==> src/rtl/fetch_stage.sv <==
// Instruction fetch stage: owns the PC, keeps one icache request in flight, and
// presents one packet to IF/ID backed by a single skid entry; branch redirects flush.
module fetch_stage #(
  parameter int               XLEN     = 32,
  parameter logic [XLEN-1:0]  RESET_PC = 32'h0000_1000
) (
  input  logic            clock,
  input  logic            reset,
  input  logic            stall_i,
  input  logic            redirect_valid_i,
  input  logic [XLEN-1:0] redirect_pc_i,
  output logic            icache_req_valid_o,
  input  logic            icache_req_ready_i,
  output logic [XLEN-1:0] icache_req_addr_o,
  input  logic            icache_rsp_valid_i,
  input  logic [31:0]     icache_rsp_data_i,
  output logic            if_valid_o,
  output logic [XLEN-1:0] if_pc_o,
  output logic [31:0]     if_instr_o
);

  localparam logic [31:0] NOP = 32'h0000_0013;

  typedef enum logic [2:0] {
    S_IDLE,
    S_REQ,
    S_WAIT,
    S_HOLD,
    S_KILL
  } state_e;

  state_e          state_q;
  logic [XLEN-1:0] pc_q;
  logic [XLEN-1:0] req_pc_q;
  logic            out_valid_q;
  logic [XLEN-1:0] out_pc_q;
  logic [31:0]     out_instr_q;
  logic            skid_valid_q;
  logic [XLEN-1:0] skid_pc_q;
  logic [31:0]     skid_instr_q;

  logic consume;
  logic req_fire;

  assign consume  = out_valid_q && !stall_i;
  assign req_fire = (state_q == S_REQ) && icache_req_ready_i;

  always_ff @(posedge clock or negedge reset) begin
    if (!reset) begin
      state_q      <= S_IDLE;
      pc_q         <= RESET_PC;
      req_pc_q     <= '0;
      out_valid_q  <= 1'b0;
      out_pc_q     <= '0;
      out_instr_q  <= NOP;
      skid_valid_q <= 1'b0;
      skid_pc_q    <= '0;
      skid_instr_q <= NOP;
    end else if (redirect_valid_i) begin
      // A request already on its way (or firing now) must have its response dropped.
      pc_q         <= redirect_pc_i & ~XLEN'(3);
      out_valid_q  <= 1'b0;
      skid_valid_q <= 1'b0;
      case (state_q)
        S_REQ:         state_q <= req_fire ? S_KILL : S_REQ;
        S_WAIT, S_KILL: state_q <= icache_rsp_valid_i ? S_REQ : S_KILL;
        default:       state_q <= S_REQ;
      endcase
    end else begin
      if (consume) begin
        out_valid_q <= 1'b0;
      end
      case (state_q)
        S_IDLE: state_q <= S_REQ;
        S_REQ: begin
          if (req_fire) begin
            req_pc_q <= pc_q;
            pc_q     <= pc_q + XLEN'(4);
            state_q  <= S_WAIT;
          end
        end
        S_WAIT: begin
          if (icache_rsp_valid_i) begin
            if (!out_valid_q || consume) begin
              out_valid_q <= 1'b1;
              out_pc_q    <= req_pc_q;
              out_instr_q <= icache_rsp_data_i;
              state_q     <= S_REQ;
            end else begin
              skid_valid_q <= 1'b1;
              skid_pc_q    <= req_pc_q;
              skid_instr_q <= icache_rsp_data_i;
              state_q      <= S_HOLD;
            end
          end
        end
        S_HOLD: begin
          if (consume) begin
            out_valid_q  <= skid_valid_q;
            out_pc_q     <= skid_pc_q;
            out_instr_q  <= skid_instr_q;
            skid_valid_q <= 1'b0;
            state_q      <= S_REQ;
          end
        end
        S_KILL: begin
          if (icache_rsp_valid_i) begin
            state_q <= S_REQ;
          end
        end
        default: state_q <= S_IDLE;
      endcase
    end
  end

  assign icache_req_valid_o = (state_q == S_REQ);
  assign icache_req_addr_o  = pc_q;
  assign if_valid_o         = out_valid_q;
  assign if_pc_o            = out_pc_q;
  assign if_instr_o         = out_instr_q;

endmodule

==> config.mk <==
export PLATFORM = sky130hd
export DESIGN_NAME = fetch_stage
export DESIGN_NICKNAME = d
export VERILOG_FILES = /design/src/rtl/fetch_stage.sv
export SDC_FILE = /design/constraint.sdc
export NUM_CORES = 1
export LEC_CHECK = 0
export ABC_AREA = 1
export CORE_AREA = 8 8 158 160
export DETAILED_ROUTE_END_ITERATION = 8
export DIE_AREA = 0 0 166 168
export RECOVER_POWER = 50
export SYNTH_ARGS = -nofsm -noshare
export SYNTH_HDL_FRONTEND = slang
export SYNTH_SLANG_ARGS = --single-unit
==> constraint.sdc <==
create_clock -name clock -period 2.35 [get_ports clock]
set_clock_uncertainty 0.15 [all_clocks]
set_input_delay 0.47 -clock clock [delete_from_list [all_inputs] [get_ports clock]]
set_output_delay 0.47 -clock clock [all_outputs]
set_load 0.01 [all_outputs]
==> results.ini <==
[outcome]
outcome = finished clean

[routing]
routed_wirelength_um = 21920
initialDrtViolationCount = 500
top_layer = met4
routed-wl-met2_um = 9581
drc = 0
wl_met1_um = 10740
via_per_inst = 4.773
postRouteAntennaNets = 0
routedWlPerCell_um = 14.39
met3WireLength_um = 1319
dr.pass1.iters = 6
num_vias = 7269

[finish]
final_layout_size_suffix_gt1_share_pct = 6.462
nets = 1296
syn2layout_area_growth_pct = 27.21
antenna_cells = 0

[critical_path]
crit_chain = clkdlybuf4s50_1
critPathRequiredTime_ps = 1730
rrSetupSlack_ps = 330
slowest_delay_ps = 570
cp_top_family = buffers and inverters
crit_arrival_ps = 1560
r2r-start = state_q[2]
crit_fanout = 4
crit_start = icache_req_addr_o[12]
r2r_end = icache_req_addr_o[8]
path_depth = 1
critPathLaunchType = flip-flop
cp-end-kind = output pin
reg2reg_depth = 8
critPathCapture = icache_req_addr_o[12]
crit_type = reg -> out
path_buf_inv = 1
cp_slowest_cell = clkdlybuf4s50_1

[synthesis]
seq_area_frac_synth_pct = 53.76
ys_async_sr_fraction_pct = 100.0
synth_compound_area_share_pct = 15.43
synth_common_cells = nand2_1, dfrtp_1, o21ai_0
synth_area_um2 = 8813
synth_top_area_share_pct = 51.68
synth_warnings = 0
netlist_instances = 1074
synthAdderAreaFrac_pct = 0.1420
yosys-top-cells-area = dfrtp_1, nand2_1, o21ai_0
synth_flop_cell = dfrtp_1
synth-simple-area-share_pct = 21.14
synthMuxAreaShare_pct = 0
ys_types = 35
synthXorXnorAreaFrac_pct = 0.7950
synth_edf_count = 0
synth.most_common_cell = nand2_1
yosysTopAreaCell = dfrtp_1
synth.avg_cell_area_um2 = 8.206
synth_top_family_by_area = simple AND/OR/NAND/NOR gates
synth_seq_cells = 189

[global_routing]
track_usage_pct = 16.08
grt_first_pass_wirelength_um = 36890
grt_pass1_vias = 7105
grt_max_degree = 87
grt-ovfl-total = 0
antenna_found_initial = 0

[sta]
relSlewSlack_pct = 38.66
rsz0062_at_grt = no
max_freq_ghz = 0.4583
setup_slack_ps = 168.1
finalSetupTns_ps = 0
setup_viol = 0
final_hold_viol_count = 0
finalCritPeriodShare_pct = 92.85
timing.hold.ws_ps = 325.0
tightestPinTransition_ps = 920.1
drv_slew = 0
finalCriticalPeriod_ps = 2182

[pwr]
p_leak_nw = 5.261
vdd_drop_max_v = 0.0004771
powerDensity_nw_per_um2 = 1076
power_w = 0.01206

[die]
die_x_um = 166
fp-row-count = 55
die_area_um2 = 27890
die_y_um = 168
core_area_um2 = 22370
initial_utilization_pct = 39.41
ios = 168

[clocking]
cts_made_buffers = 17
clock-root-buffer = clkbuf_16
clock-sinks = 189
cts_tree = done
htree_levels = 4
path_clk_slew_ps = 70
insertion_delay_ps = 420
clock_path_buffers = 2

[min_path]
hold_path.class = reg -> reg

[flow_run]
max_cap_viol_count = 0

[place]
io_buffers = 161
place.gp.congestion = 0.8738
dp_hpwl_um = 15950
post-place-ws_ps = 106.5

worst min path at each step:
stage	from	end	slack [ps]	cells after the start
final	if_instr_o[4]	if_instr_o[4]	320	2
after global routing	skid_instr_q[22]	skid_instr_q[22]	350	2
after CTS	if_instr_o[4]	if_instr_o[4]	330	2
after detailed placement	reset	req_pc_q[3]	320	1
after global placement	reset	icache_req_addr_o[3]	310	1
after floorplan	reset	icache_req_addr_o[10]	20	0
layer usage:
layer | GRT usage (%) | up-vias
li1 | - | 3752
met1 | 22.05 | 3316
met2 | 24.80 | 182
met3 | 3.625 | 19
met4 | 5.336 | 0
met5 | 0 | -
power breakdown:
part           switching (W)  internal (W)  total (W)  leakage [nW]
logic                0.00244       0.00209    0.00453          2.58
registers           0.000579       0.00419    0.00477          2.42
clock network        0.00125       0.00150    0.00276         0.261
area by class of cell:
type | count | area [µm²]
timing repair buffer | 188 | 1842
sequential | 189 | 4738
clock inverter | 11 | 108.9
clock buffer | 21 | 450.4
multi-input combinational | 722 | 3313
fill | 2178 | 11150
inverter | 107 | 402.9
tap | 285 | 356.6
worst reg2reg max path: cells and delay by family (launching register included):
family	cells	cell delay (ps)
flops	1	410
simple gates	4	750
buf+inv	3	500
compound gates	1	150
through the flow:
| stage | util [%] | cells | cell area [µm²] |
|---|---|---|---|
| 6_report | 50.13 | 1523 | 11210 |
| 5_1_grt | 50.13 | 1523 | 11210 |
| 4_1_cts | 50.55 | 1523 | 11300 |
| 3_5_place_dp | 47.97 | 1489 | 10730 |
| 3_3_place_gp | 47.97 | 1489 | 10730 |
| 2_1_floorplan | - | 1077 | 8825 |
cell usage in the layout (no fill, tap or decap), types with 5 or more instances in the layout:
cell type,netlist,final
o21bai_1,9,9
o21ai_1,61,61
nor2_1,57,58
clkbuf_2,0,5
inv_2,8,6
nand3b_1,7,7
clkbuf_1,26,7
xor2_1,7,7
clkbuf_16,0,17
o21ai_0,171,171
nand2_1,324,325
clkdlybuf4s50_1,0,159
dfstp_2,7,7
buf_4,8,12
dfrtp_1,182,182
nand3_1,33,33
nand4_1,8,8
a21oi_1,10,10
inv_1,99,100
state kept, by name, summed over array words and instances, names as in the netlist:
register,flops
icache_req_addr_o,30
if_instr_o,32
if_pc_o,30
if_valid_o,1
req_pc_q,30
skid_instr_q,32
skid_pc_q,30
skid_valid_q,1
state_q,3
cell families after synthesis:
logic type / Yosys count
AO/OA/AOI/OAI: 261
flip-flops: 189
other: 1
adder cells (fa/ha/maj): 1
AND/OR/NAND/NOR: 448
XOR/XNOR: 8
buffers and inverters: 166
what timing repair did:
| action | in CTS | in global routing |
|---|---|---|
| buffers inserted | 1 | 0 |
| gates resized for setup | 1 | 0 |
| setup endpoints to repair | 1 | 0 |
| hold endpoints to repair | 40 | 0 |
| hold buffers | 1 | 0 |
(Power assumes the default switching activity.)
